`config.mk`:
```
export PLATFORM = sky130hd
export DESIGN_NAME = uart_axis_tx
export DESIGN_NICKNAME = d
export VERILOG_FILES = /design/src/rtl/uart_axis_tx.sv
export SDC_FILE = /design/constraint.sdc
export NUM_CORES = 1
export LEC_CHECK = 0
export BUFFER_PORTS_ARGS = -buffer_cell sky130_fd_sc_hd__buf_4
export CAP_MARGIN = 25
export CORE_MARGIN = 8
export CORE_UTILIZATION = 50
export DETAILED_ROUTE_END_ITERATION = 7
export GPL_TIMING_DRIVEN = 0
export PLACE_DENSITY = 0.69
export SYNTH_ARGS = -nofsm -noshare
export SYNTH_HDL_FRONTEND = slang
export SYNTH_SLANG_ARGS = --single-unit
```
`constraint.sdc`:
```
create_clock -name clk -period 6.2 [get_ports clk]
set_clock_uncertainty 0.1 [all_clocks]
set_input_delay 1.24 -clock clk [delete_from_list [all_inputs] [get_ports clk]]
set_output_delay 1.24 -clock clk [all_outputs]
set_load 0.01 [all_outputs]
```
`src/rtl/uart_axis_tx.sv`:
```
// uart_axis_tx: AXI-stream fed 8N1 UART transmitter with a small input FIFO.
// The FIFO drains straight into the shift register so frames go out back to back.
module uart_axis_tx #(
  parameter int DATA_WIDTH = 8,
  parameter int CLK_BITS   = 9,
  parameter int FIFO_DEPTH = 4,
  parameter int STOP_BITS  = 1
) (
  input  logic                               clk,
  input  logic                               rst_n,
  input  logic [DATA_WIDTH-1:0]              s_axis_tdata,
  input  logic                               s_axis_tvalid,
  output logic                               s_axis_tready,
  input  logic [CLK_BITS-1:0]                clk_per_bit,
  output logic                               uart_tx,
  output logic                               busy,
  output logic [$clog2(FIFO_DEPTH+1)-1:0]    fifo_level
);
  localparam int AW = $clog2(FIFO_DEPTH);
  localparam int LW = $clog2(FIFO_DEPTH + 1);
  localparam int BW = $clog2(DATA_WIDTH);
  localparam int CW = CLK_BITS + 1;
  typedef enum logic [1:0] {IDLE, START, DATA, STOP} state_t;
  state_t state_q, state_d;
  logic [DATA_WIDTH-1:0] mem_q [FIFO_DEPTH];
  logic [DATA_WIDTH-1:0] mem_d [FIFO_DEPTH];
  logic [AW-1:0] wr_ptr_q, wr_ptr_d, rd_ptr_q, rd_ptr_d;
  logic [LW-1:0] level_q, level_d;
  logic [DATA_WIDTH-1:0] shift_q, shift_d;
  logic [CLK_BITS-1:0] period_q, period_d, p_cur, p_new;
  logic [CW-1:0] cnt_q, cnt_d;
  logic [BW-1:0] bit_q, bit_d;
  logic tx_q, tx_d;
  logic push, pop, empty;
  assign empty = level_q == '0;
  assign s_axis_tready = rst_n && level_q != LW'(FIFO_DEPTH);
  assign push = s_axis_tvalid && s_axis_tready;
  // A zero period would never expire; run it as one cycle per bit instead.
  assign p_cur = period_q == '0 ? CLK_BITS'(1) : period_q;
  assign p_new = clk_per_bit == '0 ? CLK_BITS'(1) : clk_per_bit;
  assign uart_tx = tx_q;
  assign busy = state_q != IDLE;
  assign fifo_level = level_q;
  always_comb begin
    state_d = state_q;
    shift_d = shift_q;
    period_d = period_q;
    cnt_d = state_q != IDLE ? cnt_q - CW'(1) : cnt_q;
    bit_d = bit_q;
    tx_d = tx_q;
    rd_ptr_d = rd_ptr_q;
    wr_ptr_d = wr_ptr_q;
    mem_d = mem_q;
    pop = 1'b0;
    case (state_q)
      IDLE: pop = !empty;
      START: if (cnt_q == '0) begin
        state_d = DATA;
        tx_d = shift_q[0];
        shift_d = shift_q >> 1;
        bit_d = '0;
        cnt_d = CW'(p_cur) - CW'(1);
      end
      DATA: if (cnt_q == '0) begin
        if (bit_q == BW'(DATA_WIDTH - 1)) begin
          state_d = STOP;
          tx_d = 1'b1;
          cnt_d = CW'(STOP_BITS) * CW'(p_cur) - CW'(1);
        end else begin
          tx_d = shift_q[0];
          shift_d = shift_q >> 1;
          bit_d = bit_q + BW'(1);
          cnt_d = CW'(p_cur) - CW'(1);
        end
      end
      STOP: if (cnt_q == '0) begin
        state_d = IDLE;
        pop = !empty;
      end
      default: state_d = IDLE;
    endcase
    // Loading the next frame overrides whatever IDLE/STOP chose, giving a gapless start.
    if (pop) begin
      state_d = START;
      shift_d = mem_q[rd_ptr_q];
      period_d = clk_per_bit;
      tx_d = 1'b0;
      cnt_d = CW'(p_new) - CW'(1);
      rd_ptr_d = rd_ptr_q + AW'(1);
    end
    if (push) begin
      mem_d[wr_ptr_q] = s_axis_tdata;
      wr_ptr_d = wr_ptr_q + AW'(1);
    end
    level_d = level_q + LW'(push) - LW'(pop);
  end
  always_ff @(posedge clk) begin
    if (!rst_n) begin
      state_q <= IDLE;
      wr_ptr_q <= '0;
      rd_ptr_q <= '0;
      level_q <= '0;
      shift_q <= '0;
      period_q <= '0;
      cnt_q <= '0;
      bit_q <= '0;
      tx_q <= 1'b1;
    end else begin
      state_q <= state_d;
      wr_ptr_q <= wr_ptr_d;
      rd_ptr_q <= rd_ptr_d;
      level_q <= level_d;
      shift_q <= shift_d;
      period_q <= period_d;
      cnt_q <= cnt_d;
      bit_q <= bit_d;
      tx_q <= tx_d;
    end
  end
  always_ff @(posedge clk) mem_q <= mem_d;
endmodule

```
# Word-level counts from Yosys, hierarchy flattened
# Cells that the tools add are included.
[totals]
ff_bits = 72
inputBits = 20
out_inout_bits = 6
[op_classes]
add_sub_neg = 8
n_lt_le_gt_ge = 3
n_eq_ne = 15
n_mux = 34
bitwise = 3
n_reduce_logical = 21
[op_table]
columns = ["operator", "n"]
rows = [
  ["$mux W8", 7],
  ["$mux W10", 4],
  ["$bwmux W32", 1],
  ["$sub A9 B1 Y10 const B", 2],
  ["$logic_not A9 Y1", 2],
  ["$mux W9", 2],
  ["$ne A3 B3 Y1 const B", 6],
  ["$bmux W8 S2", 1],
  ["$demux W8 S2", 1],
  ["$pmux W8 S2", 1],
  ["$logic_not A10 Y1", 1],
  ["$ne A2 B2 Y1 const B", 5],
  ["$reduce_and A5 Y1", 2],
  ["$sub A10 B1 Y10 const B", 1],
  ["$mux W3", 3],
  ["$mux W2", 4],
  ["$reduce_and A4 Y1", 2],
  ["$ge A3 B3 Y1 const B", 2],
  ["$mux W1", 6],
  ["$not A2 Y3", 2],
  ["$pmux W2 S3", 1],
  ["$pmux W3 S2", 1],
  ["$reduce_bool A3 Y1", 2],
  ["$add A2 B1 Y2 const B", 2],
  ["other kinds (17)", 23],
]

# Depth between registers and ports, before layout
# Gate-level depths: netlist of run 1.
[logic_depth]
word_depth = 6
mapped_depth = 16
mapped_depth_nobuf = 13

# Least setup slack after synthesis of run 1
# No wires, ideal clock.
[synth_timing]
path_type = "input port to flip-flop"
startpoint = "input port rst_n"
endpoint = "register level_q[2] (netlist: fifo_level[2])"
t_arrival_ns = 3.084
required_ns = 5.971
setup_slack_ns = 2.887
stages = 12
cell_sequence = "inv_1 > a21oi_1 > and2_1 > inv_1 > ha_1 > inv_1 > ha_1 > inv_1 > fa_1 > xor2_1 > xnor2_1 > nor2_1"
[synth_between]
elab_chain_len = 4
[synth_lines]
columns = ["item", "line_no", "source"]
rows = [
  ["from (decl)", "10", "input logic rst_n,"],
  ["$logic_and A1 B1 Y1", "36", "assign s_axis_tready = rst_n && level_q != LW'(FIFO_DEPTH);"],
  ["net s_axis_tready", "13", "output logic s_axis_tready,"],
  ["$logic_and A1 B1 Y1", "37", "assign push = s_axis_tvalid && s_axis_tready;"],
  ["$add A3 B1 Y3", "95", "level_d = level_q + LW'(push) - LW'(pop);"],
  ["$sub A3 B1 Y3", "95", ""],
  ["to (signal assigned)", "112", "level_q <= level_d;"],
  ["to (decl)", "28", "logic [LW-1:0] level_q, level_d;"],
]
# The timed path passes the listed nets, and every way through them passes these cells.
# A chain may end at the register's enable or synchronous reset.

# Worst setup path in the final report of run 1
[layout_timing]
startpoint = "input port rst_n"
endpoint = "output port s_axis_tready"
[layout_between]
elab_chain_len = 1
[layout_lines]
columns = ["item", "line_no"]
rows = [
  ["$logic_and A1 B1 Y1", "36"],
  ["to (decl)", "13"],
]
# Every way passes these cells.

==> results of run 1 <==
==> routing by layer <==
layer / routed length (um) / GRT usage [%]
met1: 3252 / 18.14
met2: 3612 / 25.45
met3: 268 / 3.162
met4: 115 / 6.873
met5: 0 / 0
==> worst min path at each step <==
stage / start / endpoint / slack (ns)
after floorplan: shift_q[7] / shift_q[7] / 0.35
after global placement: shift_q[7] / shift_q[7] / 0.36
after detailed placement: shift_q[7] / shift_q[7] / 0.36
after CTS: shift_q[7] / shift_q[7] / 0.37
after global routing: period_q[1] / period_q[1] / 0.41
final: shift_q[7] / shift_q[7] / 0.38
==> area by class of cell <==
type	instances	area, sq um	area share, %
Clock buffer	10	127.6	3.086
Multi-Input combinational cell	227	1740	42.09
Tap cell	99	123.9	2.995
Clock inverter	6	35.03	0.8472
Timing Repair Buffer	25	187.7	4.539
Buffer	15	97.59	2.360
Inverter	15	61.31	1.483
Sequential cell	72	1762	42.60
==> through the flow <==
step                cell area [sq um]  power [mW]  utilization (%)  instances
finish                           4135       1.925            57.63        469
global route                     4135       2.068            57.63        469
CTS                              4135       1.940            57.63        469
detailed placement               3973       1.616            55.36        453
global placement                 3973       1.599            55.36        453
floorplan                        3661       1.407                -        329
==> sequential cells by signal, summed over array words and instances, names as in the netlist <==
signal and count:
bit_q 3, cnt_q 10, fifo_level 3, mem_q 32, period_q 9, rd_ptr_q 2
shift_q 8, state_q 2, uart_tx 1, wr_ptr_q 2
==> critical path, delay by kind of cell <==
kind | cells | cell delay [ns]
buffers and inverters | 3 | 0.36
AOI/OAI and AO/OA | 1 | 0.33
==> kinds of logic (layout without fill, tap and decap cells) <==
kind of cell             after synthesis  in the layout  share of synthesized area, %
multiplexers                          22             22                         8.818
XOR/XNOR                              22             22                         5.263
AO/OA/AOI/OAI                         62             62                         12.30
adder cells (fa/ha/maj)               18             18                         6.357
AND/OR/NAND/NOR                      103            103                         14.80
flip-flops                            72             72                         48.12
buffers and inverters                 30             71                         4.340
==> where the power goes <==
group          switching, mW  leakage (nW)  total, mW  internal [mW]
Sequential            0.0939         0.619      0.691          0.597
Clock                  0.179        0.0855      0.322          0.143
Combinational          0.488         0.864      0.912          0.424
Total                  0.761          1.57       1.93           1.16
==> cell usage in the layout (no fill, tap or decap), drive strengths merged, types with 6 or more instances in the layout <==
cell	Yosys	final
o21ai	10	10
buf	7	32
edfxtp	32	32
ha	17	17
mux2i	12	12
dfxtp	40	40
nand2	29	29
a211oi	10	10
nor3	10	10
a21oi	22	22
clkbuf	8	18
mux4	8	8
inv	14	15
xnor2	17	17
nor2	30	30
clkinv	1	6
==> flow_summary.ini, run 1 <==
[status]
status = complete, no violations

[critical_path]
cp.arrival_ns = 1.93
cp_common_cell = buf_4
crit_fanout = 6
cpMaxStageDelayCell = a21oi_1
crit_path_end_kind = output port
cp-endpoint = s_axis_tready
crit_required_ns = 4.86
r2r_cells = 16
r2r-start = state_q[0]
r2r-end = fifo_level[2]
startpoint = rst_n
reg2reg_setup_slack_ns = 2.97
path_cells = buf_4 -> inv_1 -> a21oi_1 -> buf_4
startpoint_type = input port
path_class = input port to output port
cpPeakStageDelay_ns = 0.33

[clocking]
cts_setup_buffers = 0
cts_inserted_buffers = 9
cts_num_sinks = 72
ctsHoldBuffers = 0
cts.path.max_buffers = 2
insertion_delay_ns = 0.35
root_buffer = clkbuf_8
cts-htree-levels = 3
cts_resized = 0
clk_pin_slew_ns = 0.07
cts_tree = done

[yosys]
synth.largest_area_cell = edfxtp_1
synth_top_area_share_pct = 26.25
syn_nets = 367
synth-edff-count = 32
yosysSeqAreaShare_pct = 48.12
synthArstFlopShare_pct = 0
synth_area_leaders = edfxtp_1 26%, dfxtp_1 22%, ha_1 5.8%, mux4_2 4.9%, xnor2_1 4.1%
synth_common_cells = 40 x dfxtp_1, 32 x edfxtp_1, 30 x nor2_1
ys_ff_latch = 72
yosysWarnings = 0
synth_flop_cell = dfxtp_1
yosysUniqueCellTypes = 51
synthCells = 329
yosysMostFrequentCell = dfxtp_1
avgSynthCellArea_sq_um = 11.13
synth_area_sq_um = 3661

[grt]
track_usage_pct = 15.15
grt_pass1_wl_um = 12010
grt.overflow.total = 0
antenna_found_initial = 0
grt_max_degree = 13
grt_pass1_vias = 2486

[timing]
grt_setup_unrepaired = false
fmax_mhz = 305.9
period_needed_ns = 3.269
slew_viol_final = 0
hold_ws_ns = 0.3772
max_slew_margin_pct = 47.88
finalCritPeriodShare_pct = 52.73
fin_tns_setup_ns = 0
tightestPinTransition_ns = 0.7818
fin_ws_ns = 2.931
finalSetupViolCount = 0
hold_violations = 0

[place]
gp_congestion = 0.8307
pre_cts_ws_ns = 2.631
hpwl_um = 5421
numPortBuffers = 25

[die]
rows = 31
core_area_sq_um = 7176
die_x_um = 101.6
initial_core_util_pct = 51.02
fp.dieArea_sq_um = 10320
io_pins = 26
die_h_um = 101.6

[routing]
drc_errors = 0
routedWlPerCell_um = 15.45
wl_um = 7248
postRouteAntennaNets = 0
drtIter0Drc = 133
vias_per_cell = 5.456
num_vias = 2559
firstDrtPassIters = 4

[worst_hold_path]
hold_path.class = register to register
hold_path_depth = 2

[pwr]
ir_worst_vdd_uv = 263.1
power.density_nw_per_um2 = 465.6
power_leakage_nw = 1.569

[run]
drv_cap = 0

[cells_and_area]
layout-drive-gt1-share_pct = 21.62
syn_to_final_growth_pct = 12.95
nFillCells = 629
n_antenna_cell = 0
layout.nets = 403
Note: power is estimated with default switching activity, not from simulation.
==> run 2: changes to the inputs <==
Settings changed: ABC_AREA from default to 1.
Clock period 6.2 ns to 3.1 ns, I/O delays scaled along.
==> run 2 against run 1 <==
Routed wire length is 17% higher; largest cell class unchanged; highest routed layer unchanged; register-to-register slack worse by 2.8 ns; critical endpoint is now fifo_level[2]; clock power is 130% higher; critical path type is now register to register.
==> flow_summary.ini, run 2 <==
[status]
status = complete, no violations

[place]
placed_area_sq_um = 4094
pre_cts_ws_ns = -0.03569
numPortBuffers = 25
gp_congestion = 0.8789
placedCellCount = 600
hpwl_um = 6133

[timing]
finalSetupViolCount = 0
grt_setup_unrepaired = false
fin_ws_ns = 0.2071
fmax_mhz = 345.7
slew_viol_final = 0
finalCritPeriodShare_pct = 93.32
period_needed_ns = 2.893
max_slew_margin_pct = 50.03
fin_tns_setup_ns = 0
hold_violations = 0
tightestPinTransition_ns = 0.7468

[critical_path]
path_class = register to register
crit_path_end_kind = register
startpoint_type = register
crit_required_ns = 3.24
cp.arrival_ns = 3.03
crit_fanout = 10

[yosys]
synth_area_sq_um = 3782
ys_ff_latch = 72
yosysSeqAreaShare_pct = 46.58
synthArstFlopShare_pct = 0
synth_flop_cell = dfxtp_1
synthCells = 476
yosysMostFrequentCell = nand2_1
synth.largest_area_cell = edfxtp_1
synth_area_leaders = edfxtp_1 25%, dfxtp_1 21%, nand2_1 8.5%, nor2_1 7.4%, ha_1 5.6%
yosysWarnings = 0
syn_nets = 514
synth_top_area_share_pct = 25.41
synth-edff-count = 32
synth_common_cells = 86 x nand2_1, 75 x nor2_1, 54 x inv_1
avgSynthCellArea_sq_um = 7.946
yosysUniqueCellTypes = 32

[clocking]
root_buffer = clkbuf_8
cts.path.max_buffers = 2
cts-htree-levels = 3
cts_setup_buffers = 0
insertion_delay_ns = 0.35
clk_pin_slew_ns = 0.08
cts_resized = 1
cts_num_sinks = 72
ctsHoldBuffers = 0
cts_tree = done
cts_inserted_buffers = 9

[pwr]
intPower_mw = 2.382
power.density_nw_per_um2 = 989.4
p_sw_share_pct = 44.04
power_leakage_nw = 1.848
pwr-share-seq_pct = 32.2
ir_worst_vdd_uv = 436.7
switchingPower_mw = 1.875
clkPwrFrac_pct = 17.4
power_mw = 4.257
comb_power_share_pct = 50.5

[cells_and_area]
regMostFlops = mem_q
nFillCells = 702
largest_reg_flops = 32
biggestRegsByFlops = mem_q (32), cnt_q (10), period_q (9)
mostFrequentLayoutCell = nand2_1
syn_to_final_growth_pct = 13.76
stdcell_count = 616
layout-drive-gt1-share_pct = 11.99
layout_common_cells = 86 x nand2_1, 74 x nor2_1, 54 x inv_1
n_antenna_cell = 0
final_cell_area_sq_um = 4303
layout.nets = 550

[die]
die_x_um = 103.0
io_pins = 26
fp.dieArea_sq_um = 10600
core_area_sq_um = 7292
rows = 31
initial_core_util_pct = 51.87
die_h_um = 103.0

[grt]
grt_pass1_wl_um = 14080
grt_pass1_vias = 3011
track_usage_pct = 17.19
grt.overflow.total = 0
grt_max_degree = 14
antenna_found_initial = 0

[routing]
wl_um = 8501
firstDrtPassIters = 5
routedWlPerCell_um = 13.80
vias_per_cell = 5.151
num_vias = 3173
drc_errors = 0
drtIter0Drc = 204
postRouteAntennaNets = 0

[run]
drv_cap = 0

[worst_hold_path]
hold_path.class = register to register
-- run 2: changes by cell type after synthesis, sizes merged, moves of 5 or more --
cell    before  now
nand2       29   89
nor2        30   79
inv         14   57
o21ai       10   42
nand3        5   36
xnor2       17    2
mux2i       12    0
a211oi      10    0
nand4        3   12
mux4         8    0
a21oi       22   29
nor3        10    5
-- run 2: path summary, 6_finish.rpt --
path / start / endpoint / slack, ns / cells after the start
setup / recovery: state_q[0] / fifo_level[2] / 0.21 / 14
hold reg to reg: bit_q[0] / bit_q[0] / 0.37 / 1
setup reg to reg: state_q[0] / fifo_level[2] / 0.21 / 14
hold / removal: bit_q[0] / bit_q[0] / 0.37 / 1
-- run 2: critical path, cell delays in order, from the launching register on --
cell and delay, ns:
dfxtp_1 0.40, inv_1 0.10, ha_1 0.39, nor2_4 0.24, nand2_4 0.09, inv_2 0.10
buf_6 0.17, ha_1 0.24, inv_1 0.05, ha_1 0.13, inv_1 0.05, fa_1 0.37
xor2_1 0.16, o21ai_0 0.16, a21oi_1 0.05
-- run 2: kinds of logic (layout without fill, tap and decap cells) --
group                    Yosys count  in the layout  share of synthesized area, %
adder cells (fa/ha/maj)           18             18                         6.153
XOR/XNOR                          10             10                         2.316
flip-flops                        72             72                         46.58
AND/OR/NAND/NOR                  225            225                         26.17
buffers and inverters             72            113                         7.972
AO/OA/AOI/OAI                     79             79                         10.82
-- run 2: power by group through the flow --
stage	Combinational, mW	Clock, mW	Sequential, mW
after floorplan	1.59	0	1.37
after global placement	2.07	0	1.38
after detailed placement	2.10	0	1.39
after CTS	2.12	0.750	1.37
after global routing	2.43	0.786	1.40
final	2.15	0.739	1.37
-- run 2: stage by stage --
| stage | util (%) | hold WS (ns) |
|---|---|---|
| 6_report | 59.01 | 0.3651 |
| 5_1_grt | 59.01 | 0.3557 |
| 4_1_cts | 58.85 | 0.3567 |
| 3_5_place_dp | 56.14 | 0.3550 |
| 3_3_place_gp | 56.14 | 0.3431 |
| 2_1_floorplan | - | 0.3283 |
-- run 2: cell type report --
type | instances | area, sq um | share of cell area, %
tap | 99 | 123.9 | 2.879
sequential | 72 | 1762 | 40.94
clock inverter | 7 | 71.32 | 1.657
multi-input combinational | 332 | 1729 | 40.19
inverter | 57 | 214.0 | 4.972
clock buffer | 9 | 123.9 | 2.879
timing repair buffer | 25 | 187.7 | 4.362
buffer | 15 | 91.34 | 2.123
-- run 2: layer usage --
metal / share of wire (%) / GRT usage, %
met1: 46 / 21.45
met2: 48 / 28.64
met3: 3.8 / 2.836
met4: 1.2 / 7.341
met5: 0 / 0
